<file path="src/rtl/hex_counter_display_pkg.sv">
// Shared definitions for the hex counter display.
// Provides the 16-entry active-low seven-segment table (bit0=a ... bit6=g)
// and a ceiling-log2 helper used to size the prescaler tick counter.
package hex_counter_display_pkg;

    localparam logic [6:0] SEG_PATTERNS [16] = '{
        7'b1000000,  // 0
        7'b1111001,  // 1
        7'b0100100,  // 2
        7'b0110000,  // 3
        7'b0011001,  // 4
        7'b0010010,  // 5
        7'b0000010,  // 6
        7'b1111000,  // 7
        7'b0000000,  // 8
        7'b0010000,  // 9
        7'b0001000,  // A
        7'b0000011,  // b
        7'b1000110,  // C
        7'b0100001,  // d
        7'b0000110,  // E
        7'b0001110   // F
    };

    // Number of bits needed to hold values 0..value-1 (returns 0 for value <= 1).
    function automatic int unsigned clog2(input int unsigned value);
        int unsigned result;
        int unsigned remaining;
        result    = 0;
        remaining = (value > 0) ? value - 1 : 0;
        while (remaining > 0) begin
            result    = result + 1;
            remaining = remaining >> 1;
        end
        return result;
    endfunction

endpackage

</file>
<file path="src/rtl/hex_counter_display_hex_to_seven_seg.sv">
// Combinational hex digit to active-low seven-segment decoder.
// Ports:
//   value    - 4-bit hex digit
//   segments - active-low segments, bit0=a ... bit6=g
module hex_to_seven_seg
    import hex_counter_display_pkg::*;
(
    input  logic [3:0] value,
    output logic [6:0] segments
);

    assign segments = SEG_PATTERNS[value];

endmodule

</file>
<file path="src/rtl/hex_counter_display.sv">
// Up/down counter with load, programmable modulus, wrap/saturate mode,
// clock-enable prescaler and a terminal-count pulse, driving DIGITS
// active-low seven-segment hex digits.
// Ports:
//   clock      - system clock, rising edge
//   reset      - synchronous active-high reset
//   enable     - count enable, gates prescaler and stepping
//   up         - 1 = count up, 0 = count down
//   load       - synchronous parallel load strobe (beats enable)
//   load_value - value to load, clamped to MAX_COUNT
//   Q          - registered count
//   tc         - registered one-cycle pulse for each step taken from a bound
//   HEX        - active-low segments, digit i at HEX[7*i+6:7*i]
module hex_counter_display
    import hex_counter_display_pkg::*;
#(
    parameter int unsigned     DIGITS    = 4,
    parameter longint unsigned MAX_COUNT = (64'd1 << (4 * DIGITS)) - 64'd1,
    parameter int unsigned     PRESCALE  = 1,
    parameter bit              SATURATE  = 1'b0
) (
    input  logic                  clock,
    input  logic                  reset,
    input  logic                  enable,
    input  logic                  up,
    input  logic                  load,
    input  logic [4*DIGITS-1:0]   load_value,
    output logic [4*DIGITS-1:0]   Q,
    output logic                  tc,
    output logic [7*DIGITS-1:0]   HEX
);

    localparam int unsigned W = 4 * DIGITS;
    localparam logic [W-1:0] MAX_Q = W'(MAX_COUNT);

    logic [W-1:0] count_q, count_d;
    logic         tc_q, tc_d;
    logic         step;

    // Prescaler: a step fires on the enabled edge that closes a full period.
    if (PRESCALE > 1) begin : g_prescale
        localparam int unsigned TW = clog2(PRESCALE);
        localparam logic [TW-1:0] TICK_LAST = TW'(PRESCALE - 1);

        logic [TW-1:0] tick_q, tick_d;

        always_comb begin
            tick_d = tick_q;
            if (load) begin
                tick_d = '0;
            end else if (enable) begin
                tick_d = (tick_q == TICK_LAST) ? '0 : tick_q + 1'b1;
            end
        end

        always_ff @(posedge clock) begin
            if (reset) begin
                tick_q <= '0;
            end else begin
                tick_q <= tick_d;
            end
        end

        assign step = enable && !load && (tick_q == TICK_LAST);
    end else begin : g_no_prescale
        assign step = enable && !load;
    end

    always_comb begin
        count_d = count_q;
        tc_d    = 1'b0;
        if (load) begin
            count_d = (load_value > MAX_Q) ? MAX_Q : load_value;
        end else if (step) begin
            if (up) begin
                if (count_q == MAX_Q) begin
                    tc_d = 1'b1;
                    if (!SATURATE) count_d = '0;
                end else begin
                    count_d = count_q + 1'b1;
                end
            end else begin
                if (count_q == '0) begin
                    tc_d = 1'b1;
                    if (!SATURATE) count_d = MAX_Q;
                end else begin
                    count_d = count_q - 1'b1;
                end
            end
        end
    end

    always_ff @(posedge clock) begin
        if (reset) begin
            count_q <= '0;
            tc_q    <= 1'b0;
        end else begin
            count_q <= count_d;
            tc_q    <= tc_d;
        end
    end

    assign Q  = count_q;
    assign tc = tc_q;

    for (genvar i = 0; i < DIGITS; i++) begin : g_digit
        hex_to_seven_seg u_seg (
            .value    (count_q[4*i +: 4]),
            .segments (HEX[7*i +: 7])
        );
    end

endmodule

</file>
<file path="config.mk">
export PLATFORM = sky130hd
export DESIGN_NAME = hex_counter_display
export DESIGN_NICKNAME = d
export VERILOG_FILES = /design/src/rtl/hex_counter_display_pkg.sv /design/src/rtl/hex_counter_display_hex_to_seven_seg.sv /design/src/rtl/hex_counter_display.sv
export SDC_FILE = /design/constraint.sdc
export NUM_CORES = 1
export LEC_CHECK = 0
export BUFFER_PORTS_ARGS = -buffer_cell sky130_fd_sc_hd__buf_2
export CORE_ASPECT_RATIO = 0.75
export CORE_UTILIZATION = 55
export DETAILED_ROUTE_END_ITERATION = 16
export PLACE_DENSITY = 0.94
export SLEW_MARGIN = 20
export SYNTH_ARGS = -nofsm -noshare
export SYNTH_HDL_FRONTEND = slang
export SYNTH_SLANG_ARGS = --single-unit
export TNS_END_PERCENT = 20
</file>
<file path="constraint.sdc">
create_clock -name clock -period 3.1 [get_ports clock]
set_input_delay 0.465 -clock clock [delete_from_list [all_inputs] [get_ports clock]]
set_output_delay 0.465 -clock clock [all_outputs]
set_load 0.05 [all_outputs]
</file>
# Yosys cells after proc, flatten, opt, wreduce, memory -nomap -nowiden
# Memory sizes are Yosys's and may differ from the RTL's.
# Cells that the tools add are included.
dict set report classes {
  addsub 2
  multipliers 0
  div 0
  order_cmp 5
  eq_ne 1
  shift 0
  n_mux 17
  n_bitwise 5
  reduce_logical 5
}
# op n
set op_table {}
lappend op_table {{$mux W16} 6}
lappend op_table {{$mux W7} 8}
lappend op_table {{$ge A5 B5 Y1 const B} 4}
lappend op_table {{$not A4 Y5} 4}
lappend op_table {{$add A16 B1 Y16 const B} 1}
lappend op_table {{$eq A16 B16 Y1 const B} 1}
lappend op_table {{$gt A16 B16 Y1 const B} 1}
lappend op_table {{$logic_not A16 Y1} 1}
lappend op_table {{$sub A16 B1 Y16 const B} 1}
lappend op_table {{$mux W1} 3}
lappend op_table {{$reduce_or A3 Y1} 1}
lappend op_table {{$reduce_bool A2 Y1} 1}
lappend op_table {{$logic_and A1 B1 Y1} 1}
lappend op_table {{$logic_not A1 Y1} 1}
lappend op_table {{$not A1 Y1} 1}
dict set report totals {
  reg_bits 17
  latchBits 0
  ram_bits 0
  mem_bits_ro 448
  output_inout_bits 45
  wordCells 41
  n_memories 4
}
# memory depth width rd rd_clocked_by_memory_dff write_ports line_no
set memory_table {}
lappend memory_table {{(name not given)} 16 7 1 0 0 hex_counter_display_hex_to_seven_seg.sv:12} ;# assign segments = SEG_PATTERNS[value];
lappend memory_table {{(name not given)} 16 7 1 0 0 hex_counter_display_hex_to_seven_seg.sv:12}
lappend memory_table {{(name not given)} 16 7 1 0 0 hex_counter_display_hex_to_seven_seg.sv:12}
lappend memory_table {{(name not given)} 16 7 1 0 0 hex_counter_display_hex_to_seven_seg.sv:12}

# Depth between registers and ports, before layout
# Gate-level depths: netlist of run 1.
dict set report logic_depth {
  word_depth 5
  mapped_depth 8
  depth_no_buf 7
}

# Hierarchy
# A second synthesis of run 1 with hierarchy kept.
dict set report unflattened {
  cells_unflattened 373
  hier_area_um2 2852.7
}
# mod instances cells_each area_per_inst_um2 seq_area_each_um2
set by_module_without_submodules {}
lappend by_module_without_submodules {hex_counter_display 1 239 1783.0 340.3}
lappend by_module_without_submodules {{hex_to_seven_seg at g_digit[2].u_seg ...} 2 32 275.3 0.0}
lappend by_module_without_submodules {{hex_to_seven_seg at g_digit[1].u_seg} 1 35 271.5 0.0}
lappend by_module_without_submodules {{hex_to_seven_seg at g_digit[0].u_seg} 1 35 247.7 0.0}

# Least setup slack after synthesis of run 1
# OpenSTA, ideal clock, no wires.
dict set report synth_timing {
  path_type {reg2out}
  start {reg count_q[11] (netlist: Q[11])}
  end {out HEX[14]}
  t_arrival_ns 2.881
  required_ns 2.635
  path_slack_ns -0.246
  stages_incl_launch_ff 6
  cell_sequence {dfxtp_1 > clkbuf_1 > clkbuf_1 > buf_1 > nor2_1 > o31ai_1}
}
dict set report synth_via {
  elab_chain_cells 4
}
# item line_no
set synth_rtl {}
lappend synth_rtl {{start, declared} hex_counter_display.sv:36} ;# logic [W-1:0] count_q, count_d;
lappend synth_rtl {{start signal, assigned} hex_counter_display.sv:98} ;# count_q <= count_d;
lappend synth_rtl {{$not A4 Y5 (not written as such)} hex_counter_display_hex_to_seven_seg.sv:12}
lappend synth_rtl {{$mem_v2 Z16 W7} n/a}
lappend synth_rtl {{$mux W7 (not written as such) (2 in a row)} hex_counter_display_hex_to_seven_seg.sv:12}
lappend synth_rtl {{end, declared} hex_counter_display.sv:30} ;# output logic [7*DIGITS-1:0] HEX
# Every way passes these cells. The select of a mux whose other input is x is not followed.

# Final worst setup path of run 1
dict set report layout_timing {
  start {reg count_q[0] (netlist: Q[0])}
  end {out HEX[3]}
}
# Same word-level chain as after synthesis.

==> summary.txt, run 1 <==
Run status
  – Status: finished, final reports clean

Clock network
  – H-tree level count: 1
  – CTS tree: built
  – Setup bufs post-CTS: 0
  – Clock Sinks: 17
  – CTS Buffer Depth: 2
  – Root Driver: clkbuf_8
  – Clock Pin Slew Worst Setup and Hold Paths: 0.07 ns
  – Worst-skew pair later-pin latency: 0.27 ns
  – Num CTS Buffers: 3
  – CTS Hold Bufs: 0
  – Resize count post-CTS: 0

Logic synthesis
  – YS warnings: 0
  – Multiplexer share of the synthesized area: 10.85%
  – Yosys cell types: 64
  – Synth area leader: dfxtp_1
  – Synth Area in Adders: 10.57%
  – Synth area leaders: dfxtp_1 13%, ha_1 11%, mux2i_1 6.5%
  – Syn Inst Count: 350
  – Number of synthesized flops with an enable pin: 0
  – Mapped Area: 2605 um^2
  – Syn nets: 393
  – Post-synthesis simple-gate area fraction: 27.81%
  – Avg Synthesized Cell Area: 7.443 um^2
  – Sequential area share after synthesis: 13.06%
  – Main combinational cell family by area after synthesis: simple AND/OR/NAND/NOR gates
  – Ys async rst share: 0%
  – Most frequent cell after synthesis: nor2_1
  – Post-synth top cells: 33 x nor2_1, 24 x a21oi_1, 22 x ha_1, 22 x inv_1, 21 x o21ai_0
  – Compound-Gate Fraction of Synth Area: 26.66%
  – Synth Area in XOR/XNOR: 2.690%
  – Synth top area share: 13.06%
  – Flops & latches, synth: 17
  – Top_reg_cell synth: dfxtp_1

Routing
  – Via count: 2,973
  – Wire per inst: 17.39 um
  – Post-DR vias/cell: 6.592
  – Routed Antenna Nets: 0
  – Drt drc: 0
  – 1st-pass router iterations: 7
  – Post-Route WL: 7842 um
  – DR iter-0 viols: 510

Floorplan
  – Core area: 4493 um^2
  – Die height: 61.60 um
  – Die width: 81.47 um
  – Initial core utilization: 57.98%
  – Core Rows: 21
  – I/O pin total: 66
  – Die ar.: 5018 um^2

Power and ir drop
  – Combinational power share: 58.8%
  – Power per cell area: 384.6 nW/um^2
  – P_int: 0.5287 mW
  – Sw Ratio: 53.59%
  – P_leak: 1.255 nW
  – NetSw: 0.6105 mW
  – Flop pwr share: 25.3%
  – Peak supply drop: 0.2551 mV
  – Clock power frac: 15.9%

Placed design
  – HPWL reported at the end of detailed placement: 5631 um
  – Port Buffers: 65
  – Routability congestion estimate: 1.076
  – Dpl cell area: 2917 um^2

Timing
  – Max Clk Rate: 0.3742 GHz
  – Worst-Margin Slew: 0.7795 ns
  – Worst Skew: 0.007927 ns
  – Total Neg Setup Slack: 0 ns
  – Crit path time final: 2.672 ns
  – Final setup viols: 0
  – Slew Limit Fails: 0
  – Hold Vio Cnt, Final: 0
  – Final cycle utilization of the critical path: 86.20%
  – RSZ-0062 raised after global routing: false
  – Slew HR: 47.96%

Cells and area
  – Fillcell total: 409
  – Final Net Count: 438
  – Ant. Diodes: 0
  – Layout cells sized above 1: 23.60%
  – Design area: 2962 um^2
  – Area of the multi-input gates: 2052 um^2
  – Area delta synth->final: 13.69%
  – Register cell area after layout: 340.3 um^2

GRT
  – First-pass GRT wire length: 12,360 um
  – Largest net degree at the start of global routing: 33
  – Antenna violations before repair: 0
  – GRT overflow: 0
  – Vias in the first global route: 2,432
  – Global Route Usage Sum: 32.33%

Worst setup path
  – Startpoint types: flip-flop
  – CP Max Fanout: 12
  – Arrival time of the worst setup path: 2.21 ns
  – CP required: 2.63 ns
  – Setup CP Type: flip-flop to output pin
  – Crit path capture type: output pin

Min path
  – Hold Crit Class: primary input to flip-flop

Run
  – Max cap viols: 0
-- through the flow --
| stage | hold WS [ns] | total power, mW | util, % | instances | worst slack, ns |
|---|---|---|---|---|---|
| after floorplan | 0.6061 | 0.8067 | - | 350 | -0.1303 |
| after global placement | 0.6938 | 0.9319 | 64.91 | 447 | 0.7104 |
| after detailed placement | 0.7172 | 0.9493 | 64.91 | 447 | 0.5941 |
| after CTS | 0.4499 | 1.125 | 65.91 | 451 | 0.4413 |
| after global routing | 0.4507 | 1.196 | 65.91 | 451 | 0.3048 |
| final | 0.4446 | 1.139 | 65.91 | 451 | 0.4279 |
-- cells by family after synthesis --
logic type | after synthesis
multiplexers | 23
XOR/XNOR | 8
adder cells (fa/ha/maj) | 22
AO/OA/AOI/OAI | 104
flip-flops | 17
AND/OR/NAND/NOR | 123
buffers and inverters | 53
-- state kept, by name, summed over array words and instances (netlist names) --
| signal | flops |
|---|---|
| tc | 1 |
| Q | 16 |
-- power groups by stage --
stage                     clock, mW  combinational (mW)  sequential (mW)
after floorplan                   0               0.490            0.317
after global placement            0               0.644            0.288
after detailed placement          0               0.658            0.292
after CTS                     0.179               0.660            0.286
after global routing          0.189               0.715            0.293
final                         0.181               0.669            0.289
-- layout make-up --
cell class / count / share of cell area (%)
multi-input combinational: 280 / 69.29
timing repair buffer: 71 / 12.51
sequential: 17 / 11.49
inverter: 22 / 2.788
tap: 57 / 2.408
clock buffer: 4 / 1.521
-- worst max-delay path, stage by stage, from the launching register on --
cell and delay (ns):
dfxtp_1 0.63, inv_1 0.23, ha_1 0.35, inv_1 0.07, mux4_2 0.44, buf_2 0.22
-- final timing paths --
path                 startpoint  endpoint  slack [ns]  depth (start not counted)
setup / recovery           Q[0]    HEX[3]        0.43                          5
hold / removal    load_value[1]      Q[1]        0.44                          3
setup reg to reg           Q[0]      Q[9]        0.55                          7
hold reg to reg            Q[4]      Q[4]        0.75                          3
-- cell usage in the layout, fill, tap and decap left out, types with 3 or more instances in the layout --
cell type,count
buf_2,65
nor2_1,33
a21oi_1,24
inv_1,22
ha_1,22
o21ai_0,21
dfxtp_1,17
mux2i_1,17
nand2_1,17
nand3_1,10
nor3_1,10
nand4_1,9
nor2b_1,7
xnor2_1,7
nand2b_1,6
o31ai_1,6
o21ai_1,6
o22ai_1,6
buf_4,6
a22o_1,5
or3_1,5
nor4_1,5
mux4_2,4
a31oi_1,4
a211o_1,3
o31a_1,3
and3_1,3
a211oi_1,3
clkbuf_8,3
-- per-layer routing --
layer  track usage [%]  vias to the layer above  routed length [um]
met4             4.592                        0                  77
met2             49.17                      209                3470
met5                 0                        -                   0
li1                  -                     1379                   -
met3             7.556                       20                 919
met1             47.12                     1365                3375
No activity file was read; power rests on OpenSTA's default activity.
==> run 2: changes to the inputs <==
Settings changed: CAP_MARGIN from default to 40, CORE_UTILIZATION 55 to 35, PLACE_DENSITY 0.94 to 0.69.
==> summary.txt, run 2 (same netlist as run 1, synthesis figures left out) <==
Run status
  – Status: finished, final reports clean (unchanged)

Cells and area
  – Max FFs per register: 16 (unchanged)
  – Commonest cells after routing, fill and taps aside: 65 x buf_2, 33 x nor2_1, 24 x a21oi_1 (unchanged)
  – Layout cells sized above 1: 23.60% (unchanged)
  – Most common cell after layout, fill and taps aside: buf_2 (unchanged)
  – Final Net Count: 438 (unchanged)
  – Ant. Diodes: 0 (unchanged)
  – Area delta synth->final: 15.66% (was 13.69%)
  – Non-filler instance count after layout: 492 (was 451)

Routing
  – 1st-pass router iterations: 5 (was 7)
  – Post-Route WL: 7973 um (was 7842 um)
  – Post-DR vias/cell: 5.701 (was 6.592)
  – Wire per inst: 16.21 um (was 17.39 um)
  – Drt drc: 0 (unchanged)
  – Via count: 2,805 (was 2,973)
  – Routed Antenna Nets: 0 (unchanged)
  – DR iter-0 viols: 208 (was 510)

Worst setup path
  – CP max stage cell: dfxtp_1 (unchanged)
  – CP Max Fanout: 12 (unchanged)
  – Worst reg2reg startpoint: Q[1] (was Q[0])
  – CP required: 2.63 ns (about the same)
  – CP startpoint: Q[0] (unchanged)
  – Arrival time of the worst setup path: 2.23 ns (was 2.21 ns)
  – Max incr delay on CP: 0.64 ns (was 0.63 ns)
  – Setup CP Type: flip-flop to output pin (unchanged)
  – Reg2reg path depth: 7 (unchanged)
  – Crit path capture type: output pin (unchanged)
  – Startpoint types: flip-flop (unchanged)
  – Crit path top cell by count: inv_1 (unchanged)
  – CP cell instances: inv_1 -> ha_1 -> inv_1 -> mux4_2 -> buf_2 (unchanged)
  – Flop-to-flop setup slack: 0.45 ns (was 0.55 ns)

Placed design
  – Placement Setup Slack: 0.5041 ns (was 0.5941 ns)
  – Placed insts: 488 (was 447)
  – Port Buffers: 65 (unchanged)
  – HPWL reported at the end of detailed placement: 5717 um (was 5631 um)
  – Routability congestion estimate: 0.8177 (was 1.076)

Timing
  – Hold Vio Cnt, Final: 0 (unchanged)
  – Max Clk Rate: 0.3715 GHz (was 0.3742 GHz)
  – Slew HR: 56.24% (was 47.96%)
  – Worst Slack Setup Final: 0.4084 ns (was 0.4279 ns)
  – Crit path time final: 2.692 ns (was 2.672 ns)
  – Worst-Margin Slew: 0.6555 ns (was 0.7795 ns)
  – RSZ-0062 raised after global routing: false (unchanged)
  – Worst Skew: 0.003702 ns (was 0.007927 ns)
  – Slew Limit Fails: 0 (unchanged)
  – Final setup viols: 0 (unchanged)
  – Total Neg Setup Slack: 0 ns (unchanged)
  – Final cycle utilization of the critical path: 86.83% (was 86.20%)

Floorplan
  – Initial core utilization: 37.25% (was 57.98%)
  – Die height: 76.72 um (was 61.60 um)
  – Die width: 101.6 um (was 81.47 um)
  – Die ar.: 7796 um^2 (was 5018 um^2)
  – Core area: 6994 um^2 (was 4493 um^2)
  – Core Rows: 26 (was 21)
  – I/O pin total: 66 (unchanged)

Min path
  – Hold path start: load_value[5] (was load_value[1])
  – Hold Path Cell Cnt: 3 (unchanged)
  – Hold Crit Class: primary input to flip-flop (unchanged)

GRT
  – M3 GR Usage: 4.649% (was 7.556%)
  – Antenna violations before repair: 0 (unchanged)
  – Grt met2 use: 29.59% (was 49.17%)
  – Met1 Use GR: 30.65% (was 47.12%)
  – GRT overflow: 0 (unchanged)
  – Vias in the first global route: 2,531 (was 2,432)
  – GRT busiest layer: met1 (was met2)
  – First-pass GRT wire length: 12,880 um (was 12,360 um)
  – Global Route Usage Sum: 20.23% (was 32.33%)
  – Largest net degree at the start of global routing: 33 (unchanged)

Clock network
  – H-tree level count: 1 (unchanged)
  – Worst-skew pair later-pin latency: 0.26 ns (was 0.27 ns)
  – Setup bufs post-CTS: 0 (unchanged)
  – CTS Hold Bufs: 0 (unchanged)
  – Root Driver: clkbuf_8 (unchanged)
  – Num CTS Buffers: 3 (unchanged)
  – Resize count post-CTS: 0 (unchanged)
  – CTS tree: built (unchanged)
  – CTS Buffer Depth: 2 (unchanged)
  – Clock Sinks: 17 (unchanged)
  – Clock Pin Slew Worst Setup and Hold Paths: 0.07 ns (about the same)

Power and ir drop
  – Peak supply drop: 0.1508 mV (was 0.2551 mV)
  – P_leak: 1.256 nW (was 1.255 nW)
  – Power per cell area: 373.7 nW/um^2 (was 384.6 nW/um^2)

Run
  – Max cap viols: 0 (unchanged)
run 2: area by class of cell:
cell class | instances | area (um^2)
fillers | 742 | 3981
multi-input cells | 280 | 2052
repair buffers | 71 | 370.4
flip-flops and latches | 17 | 340.3
well taps | 98 | 122.6
inverters | 22 | 82.58
clock buffers | 4 | 45.04
run 2: worst max-delay path, delay by kind of cell, from the launching register on:
kind | cells | cell delay, ns
DFF | 1 | 0.64
adders and majority gates | 1 | 0.35
muxes | 1 | 0.45
buffers and inverters | 3 | 0.52
run 2: stage by stage:
stage / power (mW) / cell area [um^2] / hold WS, ns / util (%)
final: 1.126 / 3013 / 0.4499 / 43.08
after CTS: 1.122 / 3013 / 0.4520 / 43.08
after floorplan: 0.8067 / 2610 / 0.6061 / -
after global placement: 0.9421 / 2968 / 0.6310 / 42.43
after detailed placement: 0.9473 / 2968 / 0.6425 / 42.43
after global routing: 1.188 / 3013 / 0.4562 / 43.08
run 2: worst paths after layout:
check	end
setup / recovery	HEX[3]
hold / removal	Q[5]
hold reg to reg	tc
setup reg to reg	Q[9]
run 2: power by group:
group,internal (mW),switching (mW),total (mW)
combinational,0.201,0.457,0.658
clock,0.0915,0.0860,0.178
sequential,0.235,0.0553,0.290
run 2: routing by layer:
metal	routed length, um	vias up	part of all wire, %
li1	-	1377	-
met1	3792	1298	48
met2	3402	128	43
met3	770	2	9.7
met4	8	0	0.10
met5	0	-	0
